`src/rtl/anode_scan_driver.sv`:
```
// ----------------------------------------------------------------------------
// anode_scan_driver
//
// Drives an 8-digit seven-segment display by time-multiplexing. One digit is
// lit per slot. Each slot lasts REFRESH_DIV clock cycles, and the scan visits
// digits 0..7 in a repeating frame. The digit data, enables and decimal points
// are copied into shadow registers once per frame, on the wrap from digit 7 to
// digit 0. Changing the inputs mid-frame therefore never tears the display.
//
// Optional feature macro: SCAN_BLANKING_EN
//   defined   : the first BLANK_CYCLES output cycles of every slot are dark
//               (anti-ghosting).
//   undefined : BLANK_CYCLES has no effect, and a lit digit turns on in the
//               same cycle as anode_onehot moves to it.
//
// Parameters
//   REFRESH_DIV  : clock cycles per digit slot (>= 2)
//   BLANK_CYCLES : dark cycles at the start of each slot (< REFRESH_DIV)
//
// Ports
//   clk          in   single rising-edge clock
//   rst          in   asynchronous active-high reset
//   digits_in    in   [31:0] eight hex nibbles, digit k = digits_in[4k+3:4k]
//   digit_en     in   [7:0]  bit k lights digit k
//   dp_in        in   [7:0]  bit k lights the decimal point of digit k
//   an           out  [7:0]  active-low anode drive, bit k = digit k
//   seg          out  [6:0]  active-low segments {g,f,e,d,c,b,a}
//   dp           out         active-low decimal point
//   anode_onehot out  [7:0]  active-high scan position, bit (7-idx)
//   frame_tick   out         one-cycle pulse after the 7->0 wrap
// ----------------------------------------------------------------------------
module anode_scan_driver #(
    parameter int REFRESH_DIV  = 100000,
    parameter int BLANK_CYCLES = 1000
) (
    input  logic        clk,
    input  logic        rst,
    input  logic [31:0] digits_in,
    input  logic [7:0]  digit_en,
    input  logic [7:0]  dp_in,
    output logic [7:0]  an,
    output logic [6:0]  seg,
    output logic        dp,
    output logic [7:0]  anode_onehot,
    output logic        frame_tick
);

    localparam int CW = (REFRESH_DIV > 1) ? $clog2(REFRESH_DIV) : 1;
    localparam logic [CW-1:0] CNT_LAST = CW'(REFRESH_DIV - 1);

`ifdef SCAN_BLANKING_EN
    localparam int BLANK_EFF = BLANK_CYCLES;
`else
    // Without blanking the window is zero cycles long. The parameter is still
    // referenced so that both builds have the same parameter list.
    localparam int BLANK_EFF = BLANK_CYCLES * 0;
`endif

    // Hex nibble to active-low segment pattern, bit order {g,f,e,d,c,b,a}
    function automatic logic [6:0] hex_to_seg(input logic [3:0] nib);
        logic [6:0] pat;
        case (nib)
            4'h0:    pat = 7'b1000000;
            4'h1:    pat = 7'b1111001;
            4'h2:    pat = 7'b0100100;
            4'h3:    pat = 7'b0110000;
            4'h4:    pat = 7'b0011001;
            4'h5:    pat = 7'b0010010;
            4'h6:    pat = 7'b0000010;
            4'h7:    pat = 7'b1111000;
            4'h8:    pat = 7'b0000000;
            4'h9:    pat = 7'b0010000;
            4'hA:    pat = 7'b0001000;
            4'hB:    pat = 7'b0000011;
            4'hC:    pat = 7'b1000110;
            4'hD:    pat = 7'b0100001;
            4'hE:    pat = 7'b0000110;
            4'hF:    pat = 7'b0001110;
            default: pat = 7'b1111111;
        endcase
        return pat;
    endfunction

    logic [CW-1:0] r_cnt;
    logic [2:0]    r_idx;
    logic [31:0]   r_dig_sh;
    logic [7:0]    r_en_sh;
    logic [7:0]    r_dp_sh;

    logic [7:0]    r_an;
    logic [6:0]    r_seg;
    logic          r_dp;
    logic [7:0]    r_onehot;
    logic          r_ftick;

    logic          w_slot_last;
    logic          w_wrap;
    logic          w_open;
    logic          w_lit;
    logic [3:0]    w_nib;
    logic [7:0]    w_an;
    logic [6:0]    w_seg;
    logic          w_dp;

    assign w_slot_last = (r_cnt == CNT_LAST);
    assign w_wrap      = w_slot_last && (r_idx == 3'd7);

    // Outside the blanking window once cnt >= BLANK_EFF. The comparison is
    // written as cnt+1 > BLANK_EFF in one extra bit so that a zero-length
    // window is not a constant unsigned compare.
    assign w_open = (({1'b0, r_cnt} + (CW+1)'(1)) > (CW+1)'(BLANK_EFF));
    assign w_lit  = r_en_sh[r_idx] & w_open;
    assign w_nib  = r_dig_sh[{r_idx, 2'b00} +: 4];

    // Slot counter and scan index
    always_ff @(posedge clk or posedge rst) begin
        if (rst) begin
            r_cnt <= '0;
            r_idx <= 3'd0;
        end else if (w_slot_last) begin
            r_cnt <= '0;
            r_idx <= r_idx + 3'd1;
        end else begin
            r_cnt <= r_cnt + CW'(1);
        end
    end

    // Frame snapshot of the display inputs, taken only on the 7->0 wrap
    always_ff @(posedge clk or posedge rst) begin
        if (rst) begin
            r_dig_sh <= 32'h0000_0000;
            r_en_sh  <= 8'h00;
            r_dp_sh  <= 8'h00;
        end else if (w_wrap) begin
            r_dig_sh <= digits_in;
            r_en_sh  <= digit_en;
            r_dp_sh  <= dp_in;
        end
    end

    // Next values of the pin drives for the current index and count
    always_comb begin
        w_an  = 8'hFF;
        w_seg = 7'h7F;
        w_dp  = 1'b1;
        if (w_lit) begin
            w_an  = ~(8'h01 << r_idx);
            w_seg = hex_to_seg(w_nib);
            w_dp  = ~r_dp_sh[r_idx];
        end else begin
            w_an  = 8'hFF;
            w_seg = 7'h7F;
            w_dp  = 1'b1;
        end
    end

    // Registered pin drives, one cycle behind idx/cnt
    always_ff @(posedge clk or posedge rst) begin
        if (rst) begin
            r_an     <= 8'hFF;
            r_seg    <= 7'h7F;
            r_dp     <= 1'b1;
            r_onehot <= 8'h00;
            r_ftick  <= 1'b0;
        end else begin
            r_an     <= w_an;
            r_seg    <= w_seg;
            r_dp     <= w_dp;
            r_onehot <= 8'h80 >> r_idx;
            r_ftick  <= w_wrap;
        end
    end

    assign an           = r_an;
    assign seg          = r_seg;
    assign dp           = r_dp;
    assign anode_onehot = r_onehot;
    assign frame_tick   = r_ftick;

endmodule

```
`config.mk`:
```
export PLATFORM = sky130hd
export DESIGN_NAME = anode_scan_driver
export DESIGN_NICKNAME = d
export VERILOG_FILES = /design/src/rtl/anode_scan_driver.sv
export SDC_FILE = /design/constraint.sdc
export NUM_CORES = 1
export LEC_CHECK = 0
export CAP_MARGIN = 5
export CORE_ASPECT_RATIO = 0.75
export CORE_MARGIN = 2
export CORE_UTILIZATION = 45
export CTS_BUF_LIST = sky130_fd_sc_hd__clkbuf_8
export CTS_CLUSTER_SIZE = 20
export DETAILED_ROUTE_END_ITERATION = 8
export GPL_TIMING_DRIVEN = 0
export PLACE_DENSITY = 0.82
export SYNTH_ARGS = -nofsm -noshare
export SYNTH_HDL_FRONTEND = slang
export SYNTH_SLANG_ARGS = --single-unit
```
`constraint.sdc`:
```
create_clock -name clk -period 3.3 [get_ports clk]
set_input_delay 0.825 -clock clk [delete_from_list [all_inputs] [get_ports clk]]
set_output_delay 0.825 -clock clk [all_outputs]
set_load 0.05 [all_outputs]
```
After elaboration in Yosys (flattened, before gate mapping)

Memories as Yosys holds them, arrays and structs flattened.
Index checks and enable logic that the tools add are counted.

Input port bits: 50
Logic and storage cells: 33
Memory bits (read-only): 112
Output and inout port bits: 25
Memories: 1
Flip-flop bits (word level): 93

Memory list:

| name            | words | width | rd ports | clocked after memory_dff | write ports | line | source |
|---|---|---|---|---|---|---|---|
| (no name shown) | 16    | 7     | 1        | 0                        | 0           | 62   | `case (nib)` |

$lt $le $gt $ge: 2
Muxes and demuxes: 8
Shifts and indexed selects: 3
Reduce and logical (&&, ||, !) cells: 1
$add $sub $neg: 3
Equal/unequal tests: 2
Bitwise logic cells: 3

Operators with widths:

| cell                                                                         | count |
|---|---|
| 32-bit by 6-bit variable part select with 4-bit output                       | 1 |
| 17-bit by 1-bit adder with 18-bit output, second input constant              | 1 |
| 18-bit by 1-bit > comparator with 1-bit output, second input constant        | 1 |
| 17-bit by 1-bit adder with 17-bit output, second input constant              | 1 |
| 17-bit == test, second input constant                                        | 1 |
| 17-bit two-way mux                                                           | 1 |
| 8-bit two-way mux                                                            | 1 |
| 8-bit inverter                                                               | 1 |
| 1-bit by 3-bit << shifter with 8-bit output, first input constant            | 1 |
| 8-bit by 3-bit right shift with 8-bit output, first input constant           | 1 |
| 7-bit two-way mux                                                            | 1 |
| 1-bit binary-select mux with 3-bit select                                    | 2 |
| 3-bit by 4-bit less-than comparator with 1-bit output, second input constant | 1 |
| 3-bit by 1-bit adder with 3-bit output, second input constant                | 1 |
| 3-bit == test, second input constant                                         | 1 |
| 1-bit two-way mux                                                            | 3 |
| 1-bit AND                                                                    | 1 |
| 1-bit logical AND                                                            | 1 |
| 1-bit inverter                                                               | 1 |

Depth between registers and ports, before layout

Depth after elaboration: 4
Mapped depth: 9
Mapped depth without buffers: 8

Worst setup path after synthesis

OpenSTA, ideal clock, no wires.

Path kind: flip-flop to flip-flop
Start: register r_idx[0]
End: register r_seg[0] (netlist: seg[0])
Required time: 3.212 ns
Setup time: 0.088 ns
Setup slack: 0.587 ns
Cell stages (with the launch flop): 10
Path buffers: 1
Period minus slack after synthesis: 2.713 ns
Arrival time: 2.625 ns
Cell sequence: dfrtp_1 -> buf_2 -> mux4_2 -> mux2i_1 -> inv_1 -> ha_1 -> nand2_1 -> o21ai_0 -> a22o_1 -> or3_1

Word-level cells in the longest chain between the ends: 4
Elaborated cells on any way between the ends: 6
Classes of those cells: 1 x shift; 3 x mux; 1 x bitwise; 1 x memory

RTL lines:

| what                                                                      | line | source |
|---|---|---|
| start, declared                                                           | 85   | `logic [2:0] r_idx;` |
| start signal, assigned                                                    | 122  | `r_idx <= r_idx + 3'd1;` |
| parallel branches: the longest is 3 deep, another holds memory 16 x 7 bit | -    |  |
| 7-bit two-way mux (*)                                                     | 146  | `if (w_lit) begin` |
| net w_seg[0]                                                              | 102  | `logic [6:0] w_seg;` |
| end signal, assigned                                                      | 167  | `r_seg <= w_seg;` |
| end, declared                                                             | 91   | `logic [6:0] r_seg;` |

Mark *: on every way through the listed nets, which the timed path passes. The select of a mux whose other input is x is not followed.
A chain may end at the register's enable or synchronous reset.

Worst setup path in the final report

Same ends and word-level chain as after synthesis.

==> key figures <==
STA
  • Sum of negative setup slack: 0 ns
  • Rel. slew slack: 59.7%
  • Final critical-path share of the clock period: 93.5%
  • Fin crit period: 3.09 ns
  • Pins Over Slew Limit: 0
  • Measured slew at the worst slew-check pin: 0.604 ns
  • Fin. Hold Viols: 0
  • RSZ-0062 raised after global routing: false
  • Final setup fails: 0
  • Max Clock Skew: 0.0175 ns
  • FMAX: 324 MHz
  • Hold Slack: 0.473 ns

CTS
  • CTS Root Cell: clkbuf_8
  • Clk_lat worst skew: 0.37 ns
  • Num CTS Buffers: 9
  • H-Tree Depth: 3
  • CTS tree: built
  • CTS Hold Bufs: 0
  • CTS Buffer Depth: 2
  • Clk sink count: 93
  • Worst-path clk slew: 0.09 ns

Synth
  • Cell variety after synth: 51
  • Yosys top cell area share: 43.8%
  • Synth warn: 0
  • Number of synthesized flops with an enable pin: 0
  • Cells after synthesis: 438
  • Synth area leaders: dfrtp_1, nand2_1, dfstp_2
  • Post-Syn Nets: 501
  • Post-synth top area cell: dfrtp_1
  • Cell Area, Synth: 4400 um2
  • Seq/Total Area, Yosys: 53.3%
  • Async SR Flop Fraction: 100%
  • Top_reg_cell synth: dfrtp_1
  • Avg Cell Area, Syn: 10.1 um2
  • Seq cells post-synth: 93

Global route
  • First-pass GRT wire length: 15600 um
  • GR Overflow Total: 0
  • Vias in the first global route: 3291
  • Initial antenna violation count: 0
  • GRT Util Overall: 19.1%
  • Largest net degree at the start of global routing: 61

Power
  • Total power draw: 2.05 mW
  • IR drop worst, VDD: 0.245 mV
  • Pwr per Cell Area: 369 nW/um2
  • P_leak: 2.38 nW

Die
  • Die H: 89.7 um
  • Rows: 31
  • IO Pins: 75
  • Die width: 118 um
  • Die area: 10600 um2
  • Core area: 9580 um2
  • Initial core utilization: 46.0%

Worst setup path
  • Data required, critical path: 3.58 ns
  • Crit start category: register
  • Crit. End Element: register
  • Critical Path Fanout Max: 10
  • CP arrival: 3.36 ns
  • R2R depth: 9
  • Critical setup path kind: register to register

Route
  • Post-Route WL: 9270 um
  • DRC viols: 0
  • DRT Pass-1 Iters: 5
  • Initial DRC Count: 212
  • Antenna-violating nets left: 0
  • DR WL/cell: 14.0 um
  • Via density: 4.96
  • Vias: 3279

Outcome
  • Status: complete, no violations

Layout
  • Post-layout util: 58.1%
  • Fin cells: 661
  • Final net count: 587
  • Share of cells above drive strength 1: 14.2%
  • Commonest non-fill, non-tap cell in the layout: nand2_1
  • Area Overhead vs Synth: 26.3%
  • # diodes: 0
  • Most frequent cells in the layout: nand2_1, dfrtp_1, clkdlybuf4s50_1, dfstp_2, nor2_1

Run
  • Max Cap Viol: 0

Placed design
  • Number of cells after detailed placement: 645
  • Detail Placement HPWL: 6990 um
  • I/O Buffers: 74
  • Gpl congestion: 0.893

Min path
  • Hold WC Path Type: register to register
  • Hold Path Depth: 2
-- cell type report --
cell class / count / area, um2
fill: 810 / 4020
multi-input combinational: 310 / 1890
tap: 132 / 165
timing repair buffer: 75 / 768
clock buffer: 9 / 124
clock inverter: 7 / 95.1
buffer: 24 / 128
sequential: 93 / 2350
inverter: 11 / 43.8
-- metal layers --
metal | wire [um] | up-vias | share of wire (%) | track usage [%]
met1 | 4010 | 1565 | 43 | 23.3
met2 | 4500 | 102 | 49 | 34.1
met3 | 634 | 8 | 6.8 | 5.81
met4 | 112 | 0 | 1.2 | 4.27
li1 | - | 1604 | - | -
met5 | 0 | - | 0 | 0
-- cell families (layout without fill, tap and decap cells) --
logic type,count (synthesis),count (layout),synth area share (%)
xor gates and xnor gates,19,19,3.78
AOI/OAI and AO/OA,22,22,3.98
muxes,17,17,7.27
and+or+nand+nor,239,239,24.1
DFF,93,93,53.3
adders and majority gates,13,13,3.69
buffers and inverters,35,126,3.84
-- sequential cells by signal, summed over array words and instances (netlist names) --
register      flops
anode_onehot      8
r_idx             3
r_dig_sh         32
frame_tick        1
seg               7
r_en_sh           8
r_dp_sh           8
r_cnt            17
dp                1
an                8
-- cells in the mapped netlist (all sizes together) (2+ instances only) --
library cell and n:
a211o 2, clkbuf 12, nand2b 3, dfstp 16
or3 2, or2 2, xnor2 11, nor2 15
nor2b 6, nor4 5, mux2i 5, and2 5
buf 12, o21ai 6, dfrtp 77, ha 13
mux4 12, nand2 177, nand3 7, nand4 7
nor3 6, a21o 2, xor2 8, inv 11
o31ai 2, and3 2
-- worst paths after layout --
path | from | endpoint | slack [ns]
min | r_dig_sh[16] | r_dig_sh[16] | 0.47
max in group asynchronous | rst | dp | 1.84
max | r_idx[0] | seg[0] | 0.21
min reg2reg | r_dig_sh[16] | r_dig_sh[16] | 0.47
min in group asynchronous | rst | anode_onehot[2] | 0.82
max reg2reg | r_idx[0] | seg[0] | 0.21
-- report_power, final --
| group | internal (mW) | switching [mW] | total (mW) |
|---|---|---|---|
| clock network | 0.429 | 0.398 | 0.827 |
| registers | 1.14 | 0 | 1.14 |
| logic | 0.0545 | 0.0306 | 0.0851 |
| total | 1.62 | 0.429 | 2.05 |
-- timing repair --
action                                  4_1_cts  5_1_grt
resized for setup                             0        1
endpoints found under the setup margin        0        1
buffers inserted                              0        0
-- through the flow --
stage | setup WS (ns) | area (um2)
2_1_floorplan | 0.0812 | 4400
3_3_place_gp | -1.15 | 5310
3_5_place_dp | 0.0787 | 5340
4_1_cts | 0.0570 | 5560
5_1_grt | 0.0417 | 5560
6_report | 0.215 | 5560
-- worst max-delay path, stage by stage, from the launching register on --
cell and delay (ns):
dfrtp_1 0.53, buf_2 0.41, mux4_2 0.58, mux2i_2 0.39, inv_1 0.12, ha_1 0.27, nand2_1 0.09, o21ai_0 0.11
a22o_1 0.19, or3_1 0.31
Power figures use the tool's default switching activity.
==> RTL edit, RTL diff (same flow settings) <==
The option `SCAN_BLANKING_EN` is turned on by a define.
--- a/src/rtl/anode_scan_driver.sv
+++ b/src/rtl/anode_scan_driver.sv
@@ -30,4 +30,6 @@
 //   frame_tick   out         one-cycle pulse after the 7->0 wrap
 // ----------------------------------------------------------------------------
+`define SCAN_BLANKING_EN
+
 module anode_scan_driver #(
     parameter int REFRESH_DIV  = 100000,
Function: no difference found for any inputs over 10 cycles, from zero or initial values and one cycle with rst high; that may be too few to reach the edited logic, so the function may still have changed.
==> RTL edit against the original RTL <==
  * Clock power is 19% lower
  * Worst setup slack gained 0.22 ns
  * Sequential cell count unchanged
  * Cell area grew 2.7%
  * Via count is 8.0% higher
  * Highest routed layer unchanged
  * Global-route usage grew 0.35 points
  * Wire length grew 8.3%
  * Total power shrank 7.6%
  * Critical endpoint is now seg[5]
  * Area after synthesis grew 4.6%
  * Final cell count up 3.2%
  * Synthesized cell count increased by 4.8%
  * Largest cell class unchanged
==> RTL edit: results (changes against the original RTL) <==
[metrics] run status: completed
[metrics] parity-gate share of the synthesized area counting xor and xnor cells: 0.0342 (-0.00356)
[metrics] Largest stage delay, worst path: 0.65 ns (+0.07 ns)
[metrics] aggregate routed wire length: 10000 um (+8.3%)
[metrics] Layout Nets: 609 (+3.7%)
[metrics] syn_nets: 523 (+4.4%)
[metrics] largest net degree at the start of global routing: 66 (+8.2%)
[metrics] weighted congestion at the end of routability-driven global placement: 0.826 (-7.5%)
[metrics] top cells by instance count after synthesis: 159 x sky130_fd_sc_hd__nand2_1, 77 x sky130_fd_sc_hd__dfrtp_1, 23 x sky130_fd_sc_hd__nand3_1, 19 x sky130_fd_sc_hd__nor2_1, 16 x sky130_fd_sc_hd__dfstp_2
[metrics] normalized max-slew margin: 0.453 (-0.144)
[metrics] mux contribution to synthesized area: 0.0829 (+0.0101)
[metrics] clock network power share: 0.354 (-0.049)
[metrics] synthesized-area fraction occupied by ao, oa, aoi and oai cells: 0.0456 (+0.00586)
[metrics] wire length of the first global-routing pass: 16800 um (+7.7%)
[metrics] met3 track demand over resource in global routing: 0.0417 (-0.0164)
[metrics] fraction of power consumed by combinational cells: 0.045 (+0.004)
[metrics] static power due to leakage: 2.35 nW (-1.4%)
[metrics] Post-DP HPWL: 7590 um (+8.6%)
[metrics] Sw Share: 0.220 (+0.0107)
[metrics] met3 wire len: 558 um (-12%)
[metrics] DRT Pass-1 Iters: 4 (-1)
[metrics] standard cell with the maximum stage delay on the critical path: sky130_fd_sc_hd__mux2i_1
[metrics] DRC marker count from the first detailed-route iteration: 214 (+0.94%)
[metrics] Filler Cells Inserted: 817 (+0.86%)
[metrics] met2 usage in global routing: 0.311 (-0.0303)
[metrics] dominant cells by area after synthesis: sky130_fd_sc_hd__dfrtp_1 42%, sky130_fd_sc_hd__nand2_1 13%, sky130_fd_sc_hd__dfstp_2 9.1%
[metrics] global-route met1 utilization: 0.267 (+0.0346)
RTL edit: changes by cell type in the layout (fill, tap and decap cells not counted), sizes merged, moves of 4 or more:
cell    change
nand3      +16
nor2        +5
mux2        +7
clkbuf      -5
a21oi       +6
nand2      -18
a211oi      +4
and4        +6
buf         +7
RTL edit: worst paths after layout:
check                               endpoint  cells after the start  slack, ns        from
max in group asynchronous                 dp                      3       1.82         rst
worst max-delay path                  seg[5]                     10       0.44    r_idx[2]
worst min-delay path              r_dp_sh[5]                      2       0.47  r_dp_sh[5]
worst max register to register        seg[5]                     10       0.44    r_idx[2]
worst min register to register    r_dp_sh[5]                      2       0.47  r_dp_sh[5]
min in group asynchronous       r_dig_sh[10]                      2       0.79         rst
RTL edit: area by class of cell:
type	count	area, sq um	share of cell area
clock buffers	10	138	0.0241
well taps	132	165	0.0289
multi-input cells	330	2070	0.362
flip-flops and latches	93	2350	0.411
repair buffers	75	768	0.135
plain buffers	25	150	0.0263
inverters	11	43.8	0.00767
clock inverters	6	31.3	0.00548
